`config.mk`:
```
export PLATFORM = sky130hd
export DESIGN_NAME = mc_bin_req_parser
export DESIGN_NICKNAME = d
export VERILOG_FILES = /design/src/rtl/mc_parser_pkg.sv /design/src/rtl/mc_bin_req_parser_sat_counter.sv /design/src/rtl/mc_bin_req_parser.sv
export SDC_FILE = /design/constraint.sdc
export NUM_CORES = 1
export LEC_CHECK = 0
export ABC_CLOCK_PERIOD_IN_PS = 2100
export CAP_MARGIN = 5
export CORE_AREA = 3 3 189 191
export CTS_CLUSTER_DIAMETER = 50
export DETAILED_ROUTE_END_ITERATION = 6
export DIE_AREA = 0 0 192 194
export RECOVER_POWER = 25
export SLEW_MARGIN = 0
export SYNTH_ARGS = -nofsm -noshare
export SYNTH_HDL_FRONTEND = slang
export SYNTH_SLANG_ARGS = --single-unit
```
`constraint.sdc`:
```
create_clock -name apclk -period 2.1 [get_ports apclk]
set_input_delay 0.315 -clock apclk [delete_from_list [all_inputs] [get_ports apclk]]
set_output_delay 0.315 -clock apclk [all_outputs]
set_load 0.05 [all_outputs]
```
`src/rtl/mc_parser_pkg.sv`:
```
// Shared types and header layout for the memcached binary request parser.
// Field offsets are byte positions inside each 64-bit header beat.
package mc_parser_pkg;

    localparam logic [7:0] MAGIC_DEF = 8'h80;

    typedef enum logic [2:0] {
        HDR0,
        HDR1,
        HDR2,
        BODY,
        DROP
    } stateT;

    // beat 0
    localparam int OFF_MAGIC    = 0;
    localparam int OFF_OPCODE   = 1;
    localparam int OFF_KEY_LEN  = 2;
    localparam int OFF_EXT_LEN  = 4;
    // beat 1
    localparam int OFF_BODY_LEN = 0;
    localparam int OFF_OPAQUE   = 4;
    // beat 2
    localparam int OFF_CAS      = 0;

    typedef struct packed {
        logic [7:0]  opcode;
        logic [15:0] keyLen;
        logic [7:0]  extLen;
        logic [31:0] bodyLen;
        logic [31:0] opaque;
        logic [63:0] cas;
    } metaT;

    function automatic logic [7:0] getByte(input logic [63:0] d, input int idx);
        return d[8*idx +: 8];
    endfunction

    // Wire fields are big-endian: lowest byte offset is the most significant.
    function automatic logic [15:0] be16(input logic [63:0] d, input int off);
        return {getByte(d, off), getByte(d, off + 1)};
    endfunction

    function automatic logic [31:0] be32(input logic [63:0] d, input int off);
        return {be16(d, off), be16(d, off + 2)};
    endfunction

    function automatic logic [63:0] be64(input logic [63:0] d);
        return {be32(d, 0), be32(d, 4)};
    endfunction

endpackage

```
`src/rtl/mc_bin_req_parser_sat_counter.sv`:
```
// Saturating event counter; sticks at all-ones once reached.
// Used for the parser's packet, drop and length-error statistics.
module sat_counter #(
    parameter int W = 16
) (
    input  logic         apclk,
    input  logic         apresetn,
    input  logic         inc,
    output logic [W-1:0] value
);

    // Count up on inc until all-ones.
    always_ff @(posedge apclk or negedge apresetn) begin
        if (!apresetn) begin
            value <= '0;
        end else if (inc && (value != '1)) begin
            value <= value + 1'b1;
        end
    end

endmodule

```
`src/rtl/mc_bin_req_parser.sv`:
```
// Memcached binary request header parser with body pass-through.
// Optional body length checking is enabled by MC_PARSER_LEN_CHECK_EN.
module mc_bin_req_parser
    import mc_parser_pkg::*;
#(
    parameter logic [7:0] MAGIC = MAGIC_DEF,
    parameter int         CNT_W = 16
) (
    input  logic             apclk,
    input  logic             apresetn,
    input  logic [63:0]      in_axis_tdata,
    input  logic [7:0]       in_axis_tkeep,
    input  logic [63:0]      in_axis_tuser,
    input  logic             in_axis_tlast,
    input  logic             in_axis_tvalid,
    output logic             in_axis_tready,
    output logic [7:0]       meta_opcode,
    output logic [15:0]      meta_key_len,
    output logic [7:0]       meta_ext_len,
    output logic [31:0]      meta_body_len,
    output logic [31:0]      meta_opaque,
    output logic [63:0]      meta_cas,
    output logic             meta_valid,
    input  logic             meta_ready,
    output logic [63:0]      body_axis_tdata,
    output logic [7:0]       body_axis_tkeep,
    output logic [63:0]      body_axis_tuser,
    output logic             body_axis_tlast,
    output logic             body_axis_tvalid,
    input  logic             body_axis_tready,
    output logic [CNT_W-1:0] pkt_cnt,
    output logic [CNT_W-1:0] drop_cnt,
    output logic [CNT_W-1:0] len_err_cnt
);

    stateT state;
    stateT stateNext;
    metaT  meta;
    logic  metaValid;
    logic  beat;
    logic  isBody;
    logic  magicOk;
    logic  latch0;
    logic  latch1;
    logic  latch2;
    logic  pktInc;
    logic  dropInc;

    assign isBody  = (state == BODY);
    assign magicOk = (getByte(in_axis_tdata, OFF_MAGIC) == MAGIC);
    assign beat    = in_axis_tvalid & in_axis_tready;

    // Header beats are always taken, except while a meta word is stuck.
    always_comb begin
        in_axis_tready = 1'b1;
        if (state == HDR0) begin
            in_axis_tready = ~metaValid | meta_ready;
        end else if (isBody) begin
            in_axis_tready = body_axis_tready;
        end
    end

    // Body is a straight wire while in BODY, zero otherwise.
    always_comb begin
        body_axis_tdata  = isBody ? in_axis_tdata : '0;
        body_axis_tkeep  = isBody ? in_axis_tkeep : '0;
        body_axis_tuser  = isBody ? in_axis_tuser : '0;
        body_axis_tlast  = isBody & in_axis_tlast;
        body_axis_tvalid = isBody & in_axis_tvalid;
    end

    // Next-state, field latch strobes and counter events.
    always_comb begin
        stateNext = state;
        latch0    = 1'b0;
        latch1    = 1'b0;
        latch2    = 1'b0;
        pktInc    = 1'b0;
        dropInc   = 1'b0;
        unique case (state)
            HDR0: begin
                if (beat) begin
                    if (!magicOk) begin
                        dropInc   = 1'b1;
                        stateNext = in_axis_tlast ? HDR0 : DROP;
                    end else if (in_axis_tlast) begin
                        dropInc = 1'b1;
                    end else begin
                        latch0    = 1'b1;
                        stateNext = HDR1;
                    end
                end
            end
            HDR1: begin
                if (beat) begin
                    if (in_axis_tlast) begin
                        dropInc   = 1'b1;
                        stateNext = HDR0;
                    end else begin
                        latch1    = 1'b1;
                        stateNext = HDR2;
                    end
                end
            end
            HDR2: begin
                if (beat) begin
                    latch2    = 1'b1;
                    pktInc    = 1'b1;
                    stateNext = in_axis_tlast ? HDR0 : BODY;
                end
            end
            BODY, DROP: begin
                if (beat && in_axis_tlast) begin
                    stateNext = HDR0;
                end
            end
            default: stateNext = HDR0;
        endcase
    end

    // State register.
    always_ff @(posedge apclk or negedge apresetn) begin
        if (!apresetn) begin
            state <= HDR0;
        end else begin
            state <= stateNext;
        end
    end

    // Header fields build up beat by beat; valid rises after the cas beat.
    always_ff @(posedge apclk or negedge apresetn) begin
        if (!apresetn) begin
            meta      <= '0;
            metaValid <= 1'b0;
        end else begin
            if (latch0) begin
                meta.opcode <= getByte(in_axis_tdata, OFF_OPCODE);
                meta.keyLen <= be16(in_axis_tdata, OFF_KEY_LEN);
                meta.extLen <= getByte(in_axis_tdata, OFF_EXT_LEN);
            end
            if (latch1) begin
                meta.bodyLen <= be32(in_axis_tdata, OFF_BODY_LEN);
                meta.opaque  <= be32(in_axis_tdata, OFF_OPAQUE);
            end
            if (metaValid && meta_ready) begin
                metaValid <= 1'b0;
            end
            if (latch2) begin
                meta.cas  <= be64(in_axis_tdata >> (8 * OFF_CAS));
                metaValid <= 1'b1;
            end
        end
    end

    assign meta_opcode   = meta.opcode;
    assign meta_key_len  = meta.keyLen;
    assign meta_ext_len  = meta.extLen;
    assign meta_body_len = meta.bodyLen;
    assign meta_opaque   = meta.opaque;
    assign meta_cas      = meta.cas;
    assign meta_valid    = metaValid;

    sat_counter #(.W(CNT_W)) uPktCnt (
        .apclk    (apclk),
        .apresetn (apresetn),
        .inc      (pktInc),
        .value    (pkt_cnt)
    );

    sat_counter #(.W(CNT_W)) uDropCnt (
        .apclk    (apclk),
        .apresetn (apresetn),
        .inc      (dropInc),
        .value    (drop_cnt)
    );

`ifdef MC_PARSER_LEN_CHECK_EN
    logic [31:0] byteCnt;
    logic [31:0] byteSum;
    logic        lenErrInc;

    function automatic logic [3:0] popcount(input logic [7:0] k);
        logic [3:0] n;
        n = '0;
        for (int i = 0; i < 8; i++) begin
            n = n + {3'b000, k[i]};
        end
        return n;
    endfunction

    assign byteSum = byteCnt + {28'h0, popcount(in_axis_tkeep)};

    assign lenErrInc =
        (isBody && beat && in_axis_tlast && (byteSum != meta.bodyLen)) ||
        (latch2 && in_axis_tlast && (meta.bodyLen != 32'h0));

    // Running byte count of the current body.
    always_ff @(posedge apclk or negedge apresetn) begin
        if (!apresetn) begin
            byteCnt <= '0;
        end else if (latch2) begin
            byteCnt <= '0;
        end else if (isBody && beat) begin
            byteCnt <= byteSum;
        end
    end

    sat_counter #(.W(CNT_W)) uLenErrCnt (
        .apclk    (apclk),
        .apresetn (apresetn),
        .inc      (lenErrInc),
        .value    (len_err_cnt)
    );
`else
    assign len_err_cnt = '0;
`endif

endmodule

```
==> reports/results.txt, run 1 <==
After filler insertion, the fill cell instance count of the layout stands at 2,944. The tools report the worst-case setup margin in the final layout as -0.0864 ns. The flow ran to the end, but the final reports show violations. Maximum fanout encountered on the critical timing path: 5. The library cells used most frequently in the layout, excluding fill and tap cells, are sky130_fd_sc_hd__clkdlybuf4s50_1, sky130_fd_sc_hd__dfrtp_1, sky130_fd_sc_hd__mux2_2. The number of placed instances, taps included, is 1,634. The tools report the number of hold violations in the final report as 0. Setup repair after global routing could not meet its margin everywhere. The worst max-slew margin expressed relative to the limit is 0.162, and the number of non-filler instances in the completed layout is 1,702. The run gives 0.257 as the initial cell density of the core. STA classifies the critical path endpoint as a primary output. For the number of DRC violations after detailed-routing iteration 0, the log shows 290. The congestion estimate from routability-driven global placement came to 0.806. Timing would allow up to 457 MHz. For this block, the routed nets add up to 35.1 mm of wire. The final clock period utilization by the worst path was 1.04. The most critical setup path has its startpoint at state[2]. Once layout is done, the placed cells without fillers occupy 17,300 µm². Post-synthesis to final-layout area growth: 96.7%.

The final core utilization is 0.506. The kind of path behind the tightest hold check is reg2reg. Leaving out fill and tap cells, the most frequent cell in the layout is sky130_fd_sc_hd__clkdlybuf4s50_1. Setup violations remaining at the end of the flow were counted as 111. The routed design could run at a clock period as short as 2.19 ns. Latest clock arrival within the worst-skew pair: 0.44 ns. The register-to-register path setup slack came out at 0.02 ns.

The transition at the pin with the smallest max-transition slack was 1.26 ns. The classification of the worst setup path was reg2out. The number of instances in the synthesized netlist came out at 691.

The fraction of final layout cells with drive strength greater than 1 came out at 0.459. After global routing the overflow that remains totals 0. The logs give 0 for the final routed DRC violation total and 7,468 for the detailed-route via count. The startpoint identified for the worst register-to-register timing path is state[2]. The run gives 1.78 ns as the required time at the worst-slack endpoint. The number of violations of the max-capacitance limit is 0. STA classifies the critical path startpoint as a register.

The worst-case hold path end point was meta_opcode[6]. After clock tree synthesis, the clock-pin slew on the worst setup and hold paths is 0.08 ns. The antenna violation net count after detailed routing is 0, and the count of unique library cells instantiated by Yosys is 43. Entering global routing, the biggest net connects 56 pins. The number of antenna violations at the first check in global routing came out at 4. The run gives 2 as the buffer depth of the longest clock path. Y dimension of the die: 194 µm. The standard-cell row count was 68. 490 I/O pins were placed. The worst hold path depth works out to 1. Width of the die: 192 µm.

Counting flops and latches in the post-synthesis netlist gives 196. The H-tree generated during clock tree synthesis spans 4 levels. The number of global-route vias before repair was 7,873. The reg-to-reg critical path endpoint was uDropCnt.value[15].

The logs give 0.181 for the overall global routing resource usage and 50.9 mm for the global-route wire length before repair. Power spread over the standard cell area amounts to 475 nW/µm². In the routed layout, each cell is associated on average with a via count of 4.39. The run gives 15,800 µm² as the area of placed instances. The final reports fail on setup timing. The logs give -0.339 ns for the post-placement worst setup slack and 0.0125 ns for the worst clock skew. For the number of sinks on the clock net, the log shows 196. Across all hold checks on the routed design, the worst slack comes to 0.493 ns.

For this design the static power due to leakage is 7.89 nW. TritonCTS built the clock tree. The count of port buffers added during placement works out to 473. At the worst endpoint, the arrival time is 1.87 ns.

The tools report the clock tree root buffer cell as sky130_fd_sc_hd__clkbuf_16. The startpoint identified for the worst hold timing path is meta_opcode[6]. The post-detailed-route wirelength per cell came out at 20.6 µm. The length in cells of the worst reg-to-reg path is 8, and the netlist area before placement is 8820 µm². The sequential share of the synthesized area was 0.556.

During synthesis, Yosys emitted a total of 0 warnings. Summed over all failing endpoints, the final setup total negative slack is -4.84 ns. Summing internal, switching and leakage power gives 8.24 mW. The post-layout net count was 1,373; the area of the die was 37,200 µm². The number of iterations in the first detailed-routing pass was 4. For the clock buffer count from CTS, the log shows 17. The final count of pins violating max slew is 0, and the total half-perimeter wirelength after legalization and detailed placement is 26.1 mm. The synthesized area per cell is 12.8 µm².

The logs give 34,300 µm² for the placeable core region and 0.380 mV for the maximum resistive drop on vdd.
[power by group]
group          switching, mW  total (mW)  internal (mW)  leakage [nW]
clock                   1.61        3.32           1.71         0.289
combinational          0.573        1.01          0.434          4.89
sequential            0.0784        3.91           3.83          2.71
total                   2.26        8.24           5.97          7.89
[cell type report]
cell class              count  area (µm²)  share of cell area
diodes                      5        12.5            0.000722
clock buffers              18         429              0.0248
clock inverters            14         161             0.00931
inverters                   8        30.0             0.00173
multi-input cells         450        4040               0.233
flip-flops and latches    196        4910               0.283
well taps                 455         569              0.0328
repair buffers            556        7190               0.415
[kinds of logic after synthesis]
family | after synthesis | share of synthesized area
simple gates | 224 | 0.152
flops | 196 | 0.556
mux | 163 | 0.208
buf+inv | 60 | 0.0376
xor+xnor | 26 | 0.0258
compound gates | 19 | 0.0165
fa+ha+maj | 2 | 0.00284
other cells | 1 | 0.000425
[what timing repair did]
action,CTS,global route
gates resized for setup,131,40
gates cloned,7,5
pin swaps,15,23
endpoints found under the setup margin,138,143
endpoints found under the hold margin,41,0
setup buffers,11,8
hold buffers,1,0
[critical path, stage by stage, from the launching register on]
cell and delay [ns]:
sky130_fd_sc_hd__dfrtp_1 0.40, sky130_fd_sc_hd__nand2b_4 0.16, sky130_fd_sc_hd__nor2_4 0.15, sky130_fd_sc_hd__buf_6 0.17, sky130_fd_sc_hd__buf_12 0.12, sky130_fd_sc_hd__buf_16 0.12
sky130_fd_sc_hd__and2_4 0.17, sky130_fd_sc_hd__buf_12 0.13
[synthesized netlist by cell type, drive strengths merged]
cell       n  area [µm²]
o21ai      2        13.8
nand3b     1        7.51
dfrtp    196        4900
ha         2        25.0
and4bb     1        12.5
a2111oi    1        8.76
nand2b     4        25.0
nand3     14        75.1
o31a       1        10.0
and3       6        37.5
nor4b      1        15.0
nand4      7        43.8
mux2i      1        10.0
nor4       4        31.3
xnor2     13         114
buf       36         241
xor2      13         114
o21a       1        7.51
a31oi      2        12.5
and3b      1        8.76
clkbuf    16        60.1
inv        8        30.0
conb       1        3.75
nor3b      1        7.51
a211oi     1        12.5
nand2     19        71.3
nor2      12        45.0
o31ai      2        20.0
mux2     162        1820
and2     137         857
o211ai     2        15.0
and4       4        35.0
nor3      12        71.3
a21oi      6        30.0
o221ai     1        15.0
[worst max path at each step]
stage | end | slack, ns
after floorplan | uPktCnt.value[7] | 0.07
after global placement | meta_ext_len[5] | -0.33
after detailed placement | meta_ext_len[6] | -0.34
after CTS | body_axis_tuser[25] | -0.14
after global routing | body_axis_tdata[40] | -0.17
final | body_axis_tdata[40] | -0.09
[flip-flops by register name, indices dropped and copies added, names as in the netlist]
name and cells:
meta_cas 64, meta_ext_len 8, state 3, meta_opaque 32, meta_opcode 8, meta_key_len 16, uDropCnt.value 16, meta_valid 1
uPktCnt.value 16, meta_body_len 32
[routing by layer]
layer	up-vias	global-route usage	wire, µm
met5	-	0	0
met4	0	0.0556	692
met3	28	0.0566	2890
met2	306	0.324	18500
met1	3735	0.204	13000
li1	3399	-	-
No activity file was read; power rests on OpenSTA's default activity.
==> run 2, diff against run 1 <==
Settings changed: GPL_ROUTABILITY_DRIVEN set to 1.
==> results of run 2 <==
No change in the layout: final DEF, timing and power equal those of run 1.
==> run 3, diff against run 2 <==
==> constraint.sdc (replaced) <==
create_clock -name apclk -period 2.1 [get_ports apclk]
set_input_delay 0.42 -clock apclk [delete_from_list [all_inputs] [get_ports apclk]]
set_output_delay 0.42 -clock apclk [all_outputs]
set_load 0.05 [all_outputs]
==> reports/results.txt, run 3 (same netlist as run 1, synthesis figures left out) <==
The run finished, with violations left. Violations in the final reports: setup timing (unchanged). The total setup violations reported at the end of the flow came out at 137 (was 111). For the number of levels in the clock H-tree, the log shows 4 (unchanged).

The logs give 0 (unchanged) for the number of violations of the max-capacitance limit and 0.182 (was 0.181) for the overall global routing resource usage. The logs give 0.44 ns (about the same) for the latest clock arrival within the worst-skew pair and 17,000 µm² (was 17,300 µm²) for the final design instance area without fill. The worst clock skew is 0.0170 ns (was 0.0125 ns), and the maximum clock rate is 448 MHz (was 457 MHz). The length in cells of the worst reg-to-reg path is 6 (was 8), and the final wirelength is 34.9 mm (was 35.1 mm). The via count normalized by instance count came out at 4.40 (was 4.39).

The run gives 2.32 mW (was 2.26 mW) as the switching power total. The tools report the critical path endpoint category as a primary output (unchanged). Commonest non-fill, non-tap cells in the layout: sky130_fd_sc_hd__clkdlybuf4s50_1, sky130_fd_sc_hd__dfrtp_1, sky130_fd_sc_hd__mux2_2 (unchanged). The logs give 0.787 (was 0.806) for the global placement routability congestion and 34,300 µm² (unchanged) for the placeable core region. The clock-pin slew reported for the worst setup and hold paths after clock tree synthesis was 0.08 ns (about the same). TritonCTS built the clock tree.

The worst-case setup margin in the final layout is -0.131 ns (was -0.0864 ns), and the final clock period utilization by the worst path is 1.06 (was 1.04). The switching part of the total works out to 0.282 (was 0.275). The kind of path behind the tightest hold check is reg2reg (unchanged). The maximum fanout encountered on the critical timing path was 7 (was 5); the clock buffer count from CTS was 17 (unchanged). The classification of the worst setup path was reg2out (unchanged). The width of the die works out to 192 µm (unchanged). The fraction of final layout cells with drive strength greater than 1 is 0.460 (was 0.459).

The transition at the pin with the smallest max-transition slack was 1.44 ns (was 1.26 ns). The worst max-slew margin expressed relative to the limit came out at 0.0431 (was 0.162). Final routed DRC violation total: 0 (unchanged).

The total power per unit cell area works out to 484 nW/µm² (was 475 nW/µm²). The tools report the buffer depth of the longest clock path as 2 (unchanged). The register-to-register path setup slack was 0.22 ns (was 0.02 ns). Final global-route overflow total: 0 (unchanged). The launch point of the worst reg-to-reg path is state[2] (unchanged).

The post-detailed-route wirelength per cell was 20.8 µm (was 20.6 µm); the maximum resistive drop on vdd was 0.431 mV (was 0.380 mV). The run gives 8.23 mW (was 8.24 mW) as the total power after layout. The run gives 5.91 mW (was 5.97 mW) as the internal power. The most common cell after layout, fill and taps aside is sky130_fd_sc_hd__clkdlybuf4s50_1 (unchanged). The initial cell density of the core was 0.257 (unchanged). Setup repair after global routing could not meet its margin everywhere.

The antenna violation net count after detailed routing is 0 (unchanged), and the number of antenna violations at the first check in global routing is 3 (was 4). The run gives 1.81 ns (was 1.87 ns) as the data arrival time of the worst path. The hold slack is 0.494 ns (was 0.493 ns). The logs give 0.406 (was 0.403) for the share of power burned in the clock network and 0.118 (was 0.122) for the combinational group share of total power. The top-level port count is 490 (unchanged).

The logs give 0.476 (was 0.475) for the share of total power in sequential cells and 7,846 (was 7,873) for the number of global-route vias before repair. The area of placed instances is 15,700 µm² (was 15,800 µm²). The clock tree root buffer cell was sky130_fd_sc_hd__clkbuf_16 (unchanged). The worst setup path startpoint was state[2] (unchanged). Maximum number of pins on one net before global-route repair: 54 (was 56).

The run gives 0 (unchanged) as the final count of pins violating max slew. Critical path endpoint: body_axis_tuser[36] (was body_axis_tdata[40]). The post-layout net count is 1,357 (was 1,373). Post-synthesis to final-layout area growth: 93.0% (was 96.7%). The detailed-route via count is 7,410 (was 7,468), and the number of sinks on the clock net is 196 (unchanged). Reg-to-reg critical path endpoint: uDropCnt.value[15] (unchanged). The post-placement worst setup slack is -0.548 ns (was -0.339 ns). For the global-route wire length before repair, the log shows 50.9 mm (about the same). The tools report the area of the die as 37,200 µm² (unchanged).

The run gives 4 (unchanged) as the number of iterations in the first detailed-routing pass. The leakage component of the power was 8.22 nW (was 7.89 nW); the y dimension of the die was 194 µm (unchanged). The tools report the total half-perimeter wirelength after legalization and detailed placement as 26.7 mm (was 26.1 mm).

The number of DRC violations after detailed-routing iteration 0 came out at 235 (was 290). The number of hold violations in the final report came out at 0 (unchanged). The standard-cell row count is 68 (unchanged), and the shortest period the worst path allows is 2.23 ns (was 2.19 ns). The kind of launch point of the worst setup path was a register (unchanged). The flip-flop count of the largest register, all copies and words added works out to 64 (unchanged).

The count of port buffers added during placement works out to 473 (unchanged). The tools report the required time at the worst-slack endpoint as 1.68 ns (was 1.78 ns).
run 3: cell count changes in the layout (fill, tap and decap cells not counted), sizes merged, moves of 2 or more:
cell           change
dlygate4sd2       +24
clkbuf             -5
dlymetal6s2s      +16
inv                -2
clkinv             +2
clkdlybuf4s50     -66
diode              -3
buf               +15
run 3: per-layer routing:
layer,GRT usage,vias to the layer above,part of all wire
met4,0.0488,0,0.018
li1,-,3379,-
met5,0,-,0
met2,0.341,294,0.54
met3,0.0611,29,0.084
met1,0.191,3708,0.36
run 3: worst min path at each step:
stage	from	endpoint	slack, ns	depth (start not counted)
after floorplan	apresetn	meta_body_len[0]	0.12	0
after global placement	apresetn	meta_cas[29]	0.42	1
after detailed placement	apresetn	meta_cas[29]	0.42	1
after CTS	apresetn	meta_cas[29]	0.49	2
after global routing	meta_opcode[4]	meta_opcode[4]	0.50	1
final	meta_opcode[4]	meta_opcode[4]	0.49	1
run 3: through the flow:
step,setup TNS (ns),instances,util
floorplan,0,706,-
global placement,-26.61,1632,0.459
detailed placement,-27.48,1632,0.459
CTS,-18.26,1679,0.492
global route,-22.01,1683,0.496
finish,-9.40,1683,0.496
run 3: timing repair:
item                                    4_1_cts  5_1_grt
setup buffers                                 8        2
endpoints found under the hold margin        45        0
endpoints found under the setup margin      192      178
pin swaps                                    19        3
gates cloned                                  6        1
resized for setup                           122       69
hold buffers                                  1        0
run 3: final cells by class:
class / count / area, µm²
Antenna cell: 2 / 5.00
Clock buffer: 19 / 453
Clock inverter: 13 / 155
Fill cell: 3006 / 17300
Inverter: 8 / 30.0
Multi-Input combinational cell: 450 / 3990
Sequential cell: 196 / 4910
Tap cell: 455 / 569
Timing Repair Buffer: 540 / 6910
run 3: critical path, cell delays in order, from the launching register on:
cell and delay (ns):
sky130_fd_sc_hd__dfrtp_1 0.38, sky130_fd_sc_hd__nand2b_4 0.15, sky130_fd_sc_hd__nor2_4 0.12, sky130_fd_sc_hd__buf_12 0.17
sky130_fd_sc_hd__bufbuf_16 0.26, sky130_fd_sc_hd__and2_4 0.15, sky130_fd_sc_hd__buf_12 0.13
run 3: power by group through the flow:
stage                     registers, mW  clock network, mW  logic [mW]
final                              3.91               3.34       0.974
after floorplan                    4.19                  0       0.194
after detailed placement           3.99                  0        1.02
after global routing               3.93               3.59        1.04
after global placement             3.99                  0        1.01
after CTS                          3.92               3.45       0.999
